===== src/rtl/run_controller.sv =====
// Run controller: starts the CPU, counts RUN cycles, stops on END_PC or cycle limit and
// captures a window of writeback registers. Optional PC-stall stop via RUN_CTRL_STALL_DETECT_EN.
module run_controller #(
  parameter int PC_W         = 32,
  parameter int CYC_W        = 32,
  parameter int MAX_CYCLES   = 3000,
  parameter int END_PC       = 424,
  parameter int NUM_WATCH    = 2,
  parameter int WATCH_BASE   = 18,
  parameter int STALL_CYCLES = 8
) (
  input  logic                   clk,
  input  logic                   rst,
  input  logic                   start,
  input  logic [PC_W-1:0]        pc,
  input  logic                   wb_en,
  input  logic [4:0]             wb_addr,
  input  logic [31:0]            wb_data,
  output logic                   cpu_rst,
  output logic                   busy,
  output logic                   done,
  output logic                   timeout,
  output logic                   stalled,
  output logic [CYC_W-1:0]       cycles,
  output logic [PC_W-1:0]        end_pc,
  output logic [32*NUM_WATCH-1:0] watch_data,
  output logic [NUM_WATCH-1:0]   watch_valid
);

  typedef enum logic [2:0] {
    S_IDLE    = 3'd0,
    S_ARM     = 3'd1,
    S_RUN     = 3'd2,
    S_DONE    = 3'd3,
    S_TIMEOUT = 3'd4
  } state_t;

  localparam logic [PC_W-1:0]  L_END_PC   = PC_W'(END_PC);
  localparam logic [CYC_W-1:0] L_LAST_CYC = CYC_W'(MAX_CYCLES - 1);

  state_t r_state;
  state_t w_state_next;

  logic                         r_done;
  logic                         r_timeout;
  logic [CYC_W-1:0]             r_cycles;
  logic [PC_W-1:0]              r_end_pc;
  logic [NUM_WATCH-1:0][31:0]   r_watch_data;
  logic [NUM_WATCH-1:0]         r_watch_valid;

  logic                         w_run;
  logic                         w_clear;
  logic                         w_end_hit;
  logic                         w_limit_hit;
  logic                         w_stall_hit;
  logic [NUM_WATCH-1:0]         w_hit;

  assign w_run       = (r_state == S_RUN);
  assign w_clear     = (w_state_next == S_ARM);
  assign w_end_hit   = (pc == L_END_PC);
  assign w_limit_hit = (r_cycles == L_LAST_CYC);

`ifdef RUN_CTRL_STALL_DETECT_EN
  localparam int SC_W = $clog2(STALL_CYCLES) + 1;

  logic [PC_W-1:0] r_prev_pc;
  logic            r_first;
  logic [SC_W-1:0] r_stall_cnt;
  logic            r_stalled;
  logic            w_pc_same;

  // The counter counts repeats of the previous PC; the cycle that would push it
  // to STALL_CYCLES-1 is the terminating one.
  assign w_pc_same   = w_run && !r_first && (pc == r_prev_pc);
  assign w_stall_hit = w_pc_same && (r_stall_cnt == SC_W'(STALL_CYCLES - 2));

  always_ff @(posedge clk) begin
    if (rst || !w_run) begin
      r_prev_pc   <= '0;
      r_first     <= 1'b1;
      r_stall_cnt <= '0;
    end else begin
      r_prev_pc   <= pc;
      r_first     <= 1'b0;
      r_stall_cnt <= w_pc_same ? r_stall_cnt + SC_W'(1) : '0;
    end
  end

  always_ff @(posedge clk) begin
    if (rst || w_clear) begin
      r_stalled <= 1'b0;
    end else if (w_run && !w_end_hit && w_stall_hit) begin
      r_stalled <= 1'b1;
    end
  end

  assign stalled = r_stalled;
`else
  assign w_stall_hit = 1'b0;
  assign stalled     = 1'b0;
`endif

  always_ff @(posedge clk) begin
    if (rst) begin
      r_state <= S_IDLE;
    end else begin
      r_state <= w_state_next;
    end
  end

  always_comb begin
    w_state_next = r_state;
    case (r_state)
      S_IDLE:    if (start) w_state_next = S_ARM;
      S_ARM:     w_state_next = S_RUN;
      S_RUN: begin
        if (w_end_hit || w_stall_hit) begin
          w_state_next = S_DONE;
        end else if (w_limit_hit) begin
          w_state_next = S_TIMEOUT;
        end
      end
      S_DONE,
      S_TIMEOUT: if (start) w_state_next = S_ARM;
      default:   w_state_next = S_IDLE;
    endcase
  end

  // Results are wiped on the edge that enters ARM, so ARM itself already shows zeros.
  always_ff @(posedge clk) begin
    if (rst || w_clear) begin
      r_done    <= 1'b0;
      r_timeout <= 1'b0;
      r_cycles  <= '0;
      r_end_pc  <= '0;
    end else if (w_run) begin
      r_cycles <= r_cycles + CYC_W'(1);
      if (w_end_hit || w_stall_hit) begin
        r_done   <= 1'b1;
        r_end_pc <= pc;
      end else if (w_limit_hit) begin
        r_timeout <= 1'b1;
        r_end_pc  <= pc;
      end
    end
  end

  generate
    for (genvar gi = 0; gi < NUM_WATCH; gi++) begin : g_slot
      localparam int REG_NUM = WATCH_BASE + gi;
      assign w_hit[gi] = w_run && wb_en && (REG_NUM != 0) && (wb_addr == 5'(REG_NUM));
    end
  endgenerate

  always_ff @(posedge clk) begin
    if (rst || w_clear) begin
      r_watch_data  <= '0;
      r_watch_valid <= '0;
    end else begin
      for (int i = 0; i < NUM_WATCH; i++) begin
        if (w_hit[i]) begin
          r_watch_data[i]  <= wb_data;
          r_watch_valid[i] <= 1'b1;
        end
      end
    end
  end

  assign cpu_rst     = (r_state != S_RUN);
  assign busy        = (r_state == S_ARM) || (r_state == S_RUN);
  assign done        = r_done;
  assign timeout     = r_timeout;
  assign cycles      = r_cycles;
  assign end_pc      = r_end_pc;
  assign watch_data  = r_watch_data;
  assign watch_valid = r_watch_valid;

endmodule


===== config.mk =====
export PLATFORM = sky130hd
export DESIGN_NAME = run_controller
export DESIGN_NICKNAME = d
export VERILOG_FILES = /design/src/rtl/run_controller.sv
export SDC_FILE = /design/constraint.sdc
export NUM_CORES = 1
export LEC_CHECK = 0
export CORE_MARGIN = 10
export CORE_UTILIZATION = 44
export DETAILED_ROUTE_END_ITERATION = 10
export GPL_ROUTABILITY_DRIVEN = 0
export GPL_TIMING_DRIVEN = 1
export PLACE_DENSITY = 0.87
export SLEW_MARGIN = 20
export SYNTH_ARGS = -nofsm -noshare
export SYNTH_HDL_FRONTEND = slang
export SYNTH_SLANG_ARGS = --single-unit

===== constraint.sdc =====
create_clock -name clk -period 3 [get_ports clk]
set_input_delay 0.6 -clock clk [delete_from_list [all_inputs] [get_ports clk]]
set_output_delay 0.6 -clock clk [all_outputs]
set_load 0.01 [all_outputs]

### Word level (Yosys, flattened, before mapping)

Cells that the tools add are included.

| operators by class | value |
|---|---|
| add/subtract/negate cells | 1 |
| equality and inequality tests | 10 |
| mux-type cells | 6 |
| bitwise gates (word level) | 1 |
| reduce and logical (&&, ||, !) cells | 11 |

Operator list:

| kind | number |
|---|---|
| $mux W32 | 2 |
| $add A32 B1 Y32 const B | 1 |
| $eq A32 B12 Y1 const B | 1 |
| $eq A32 B9 Y1 const B | 1 |
| $eq A5 B5 Y1 const B | 2 |
| $mux W3 | 3 |
| $pmux W3 S3 | 1 |
| $eq A3 B1 Y1 const B | 2 |
| $eq A3 B2 Y1 const B | 2 |
| $reduce_and A2 Y1 | 2 |
| $eq A3 B3 Y1 const B | 1 |
| $logic_and A1 B1 Y1 | 3 |
| $logic_not A3 Y1 | 1 |
| $ne A3 B2 Y1 const B | 1 |
| $reduce_and A3 Y1 | 1 |
| $reduce_or A3 Y1 | 1 |
| $logic_or A1 B1 Y1 | 2 |
| $reduce_bool A2 Y1 | 1 |
| $not A1 Y1 | 1 |

| word-level totals | value |
|---|---|
| flip-flop bits (word level) | 135 |
| input port bits | 73 |
| output and inout port bits | 135 |

### Depth between registers and ports, before layout

| depth | value |
|---|---|
| word-level depth | 6 |
| mapped depth | 10 |
| depth with buffers taken out | 7 |

### Least setup slack after synthesis

No wires, ideal clock.

| timing path | value |
|---|---|
| path type | reg-to-reg |
| start | register r_state[1] |
| end | register r_cycles[31] (netlist: cycles[31]) |
| library setup time | 70 ps |
| arrival | 2,444 ps |
| data required time | 2,930 ps |
| setup slack | 486 ps |
| cell stages (with the launch flop) | 11 |
| buffers on the path | 3 |
| clock period less this slack | 2,514 ps |
| path through | dfxtp_1 > nor2b_1 > and2_1 > buf_6 > inv_4 > or4b_4 > buf_6 > or3_1 > buf_2 > or4_1 > a21oi_1 |

| between the ends | value |
|---|---|
| longest elaborated chain between the ends | 5 |
| elaborated cells between the ends (all ways) | 12 |
| those cells by class | eq/ne (5); mux (4); reduce/logical (3) |

Ends and longest elaborated chain:

| what | RTL line | RTL |
|---|---|---|
| start, declared | 41 | `state_t r_state;` |
| start signal, assigned | 107 | `r_state <= w_state_next;` |
| $eq A3 B2 Y1 (tied with other cells) | 113 | `case (r_state)` |
| $reduce_or A3 Y1 (no source line) or $mux W3 (tied branches) | n/a |  |
| $pmux W3 S3 | 113 |  |
| $eq A3 B1 Y1 | 59 | `assign w_clear = (w_state_next == S_ARM);` |
| $logic_or A1 B1 Y1 | 131 | `if (rst \|\| w_clear) begin` |
| end signal, assigned | 137 | `r_cycles <= r_cycles + CYC_W'(1);` |
| end, declared | 46 | `logic [CYC_W-1:0] r_cycles;` |

Parallel ways exist; a longest one is shown, timed or not.
A chain may end at the register's enable or synchronous reset.

### Worst setup path after layout

Same ends and word-level chain as after synthesis.

==> results.ini <==
[worst_setup_path]
cp_data_required_time_ns = 3.34
critPathArrivalTime_ns = 2.91
worstRegToRegCells = 7
cp.buffers_inverters = 1
cp_top_family = simple AND/OR/NAND/NOR gates
critPathKind = reg -> reg
cp-start-kind = register
worstPathMaxFanout = 10
rr_endpoint = cycles[31]$_SDFFE_PP0P_
cpPeakStageDelay_ns = 0.59
worstPathCellList = nor2b_1, and2_1, inv_4, or4b_4, or3_1, or4_1, a21oi_1
rr_startpoint = r_state[1]$_SDFF_PP0_
startpoint = r_state[1]$_SDFF_PP0_
critical_path.slowest_cell = or4b_4
critPathCaptureType = register
reg2reg_slack_ns = 0.42

[power]
power_frac_seq = 0.404
irDropWorstVdd_v = 0.000305
pwr-share-clk = 0.544
internal_power_mw = 3.58
power.switching_mw = 0.887
leakage_nw = 2.95
pwr-share-comb = 0.053
p_per_area_nw_per_um2 = 538
netSwitchingFraction = 0.199

[die]
die_h_um = 130
die_area_sq_um = 17000
die_w_um = 130
fp-row-count = 40
io_pins = 208
core_area_sq_um = 12000
initial_core_util = 0.448

[hold_path]
holdPathEnd = timeout$_SDFFE_PP0P_
min_path_type = reg -> reg
min_from = timeout$_SDFFE_PP0P_
hold_depth = 2

[sta]
relSlewSlack = 0.667
setup-tns-final_ns = 0
setup_viol = 0
drv_slew = 0
period_minus_slack_ns = 2.58
hold_viol = 0
fmax_mhz = 388
finClkSkew_ns = 0.00828
rsz0062_at_grt = no
tightestPinTransition_ns = 0.493
post-route-period-util = 0.859

[synth]
avgSynthCellArea_sq_um = 8.13
synth_fa_ha_area_frac = 0.00233
synth_area_leaders = dfxtp_1 50%, nand2_1 14%, a21oi_1 7.3%, mux2i_1 6.0%, xnor2_1 2.9%
synth_cell_types = 36
synth_top_area_frac = 0.504
yosys_warnings = 0
synth-simple-area-share = 0.267
ys_seq_elements = 135
ys_seq_area_frac = 0.504
synthCells = 660
synth-compound-area-share = 0.0877
synthMuxAreaShare = 0.0597
yosys.area.top_type = dfxtp_1
syn_nets = 734
synthXorXnorAreaFrac = 0.0376
netlist_area_sq_um = 5360
synth_top_family_by_area = simple AND/OR/NAND/NOR gates

[placement]
numPortBuffers = 206
hpwl_um = 12200

[cts]
clk_pin_slew_ns = 0.06
postCtsSetupBuffers = 0
cts_made_buffers = 17
cts_hold_buf = 0
h-tree-depth = 4
insertion_delay_ns = 0.41
clockBufferDepth = 2
cts-root-buf = clkbuf_16
cts_sinks = 135
cts_resized = 0
cts_tree = done

[cells_and_area]
n_antenna_cell = 0
drive_gt1_frac = 0.0620
seqCellArea_sq_um = 2700
final_nets = 932
final_common_cell = clkdlybuf4s50_1
most-common-layout-cells = 206 x clkdlybuf4s50_1, 204 x nand2_1, 135 x dfxtp_1, 78 x a21oi_1, 35 x nor2_1
multiInputGateArea_sq_um = 2460
final_util = 0.693
areaGrowthSynthToFinish_pct = 54.6
num-fill-cells = 930

[grt]
grt_util_all_layers = 0.191
grt_first_pass_wirelength_um = 25800
grt_max_degree = 101
grt_overflow_total = 0
grt_pass1_vias = 5035
antenna_found_initial = 0

[drt]
vias = 5250
wl_per_cell_um = 16.5
first_iter_violations = 280
viasPerCell = 5.16
antenna_left = 0
first_pass_iters = 5
wl_um = 16800
drc = 0

[job]
drv_cap = 0

[outcome]
status = complete, no violations

## per-layer routing
layer	share of wire	global-route usage	vias to the layer above
met5	0	0	-
met4	0.018	0.0687	0
met3	0.13	0.0923	26
met2	0.47	0.309	211
met1	0.39	0.216	2414
li1	-	-	2599
## cell families after synthesis
logic type | Yosys count
xor+xnor | 23
buf+inv | 53
other cells | 1
flops | 135
compound gates | 92
fa+ha+maj | 1
mux | 32
simple gates | 323
## Yosys cell counts
cell and n:
nand2_1 204, dfxtp_1 135, a21oi_1 78, nor2_1 37
clkbuf_1 36, mux2i_1 32, nor4_1 21, xnor2_1 18
inv_1 11, nand3_1 10, o21ai_0 10, or3_1 10
nand4_1 9, nor3_1 6, xor2_1 5, and3_1 4
and2_1 3, and4_1 3, nor4bb_1 3, or2_2 3
a21boi_0 2, buf_6 2, nand2b_1 2, nand3b_1 2
nor2b_1 2, or4_1 2, a211oi_1 1, buf_1 1
buf_2 1, buf_4 1, conb_1 1, ha_1 1
inv_4 1, nand4b_1 1, o31ai_1 1, or4b_4 1
## state kept, by name, indices dropped and copies added, names as in the netlist
| name | flops |
|---|---|
| end_pc | 32 |
| cycles | 32 |
| r_state | 3 |
| watch_data | 64 |
| watch_valid | 2 |
| done | 1 |
| timeout | 1 |
## area by class of cell
| type | instances | share of cell area |
|---|---|---|
| timing repair buffer | 220 | 0.266 |
| clock buffer | 18 | 0.0529 |
| tap | 147 | 0.0222 |
| multi-input combinational | 472 | 0.297 |
| clock inverter | 14 | 0.0305 |
| inverter | 12 | 0.00573 |
| sequential | 135 | 0.326 |
## how the worst max path moves through the flow
stage                                         end  slack (ns)  depth (start not counted)
final                     cycles[31]$_SDFFE_PP0P_        0.42                          7
after CTS                 cycles[31]$_SDFFE_PP0P_        0.42                          7
after global placement    end_pc[25]$_SDFFE_PP0P_        0.41                          8
after detailed placement  end_pc[28]$_SDFFE_PP0P_        0.38                          8
after global routing      cycles[31]$_SDFFE_PP0P_        0.27                          7
after floorplan           cycles[31]$_SDFFE_PP0P_        0.49                         10
## worst reg2reg max path, cell delays in order, from the launching register on
cell     delay (ns)
dfxtp_1        0.41
nor2b_1        0.18
and2_1         0.20
inv_4          0.09
or4b_4         0.60
or3_1          0.45
or4_1          0.44
a21oi_1        0.14
## stage by stage
| step | total power [mW] | instance area, sq um | hold slack [ns] | setup slack, ns | instances |
|---|---|---|---|---|---|
| detailed placement | 2.08 | 7600 | 0.446 | 0.384 | 986 |
| finish | 4.46 | 8290 | 0.450 | 0.423 | 1018 |
| global placement | 2.07 | 7600 | 0.436 | 0.414 | 986 |
| CTS | 4.50 | 8290 | 0.453 | 0.417 | 1018 |
| floorplan | 1.93 | 5360 | 0.470 | 0.486 | 660 |
| global route | 4.58 | 8290 | 0.467 | 0.269 | 1018 |
## power by group through the flow
stage	Combinational, mW	Clock [mW]	Sequential (mW)
2_1_floorplan	0.0881	0	1.84
3_3_place_gp	0.234	0	1.84
3_5_place_dp	0.234	0	1.84
4_1_cts	0.237	2.46	1.80
5_1_grt	0.255	2.53	1.80
6_report	0.235	2.43	1.80
Power figures use the tool's default switching activity.
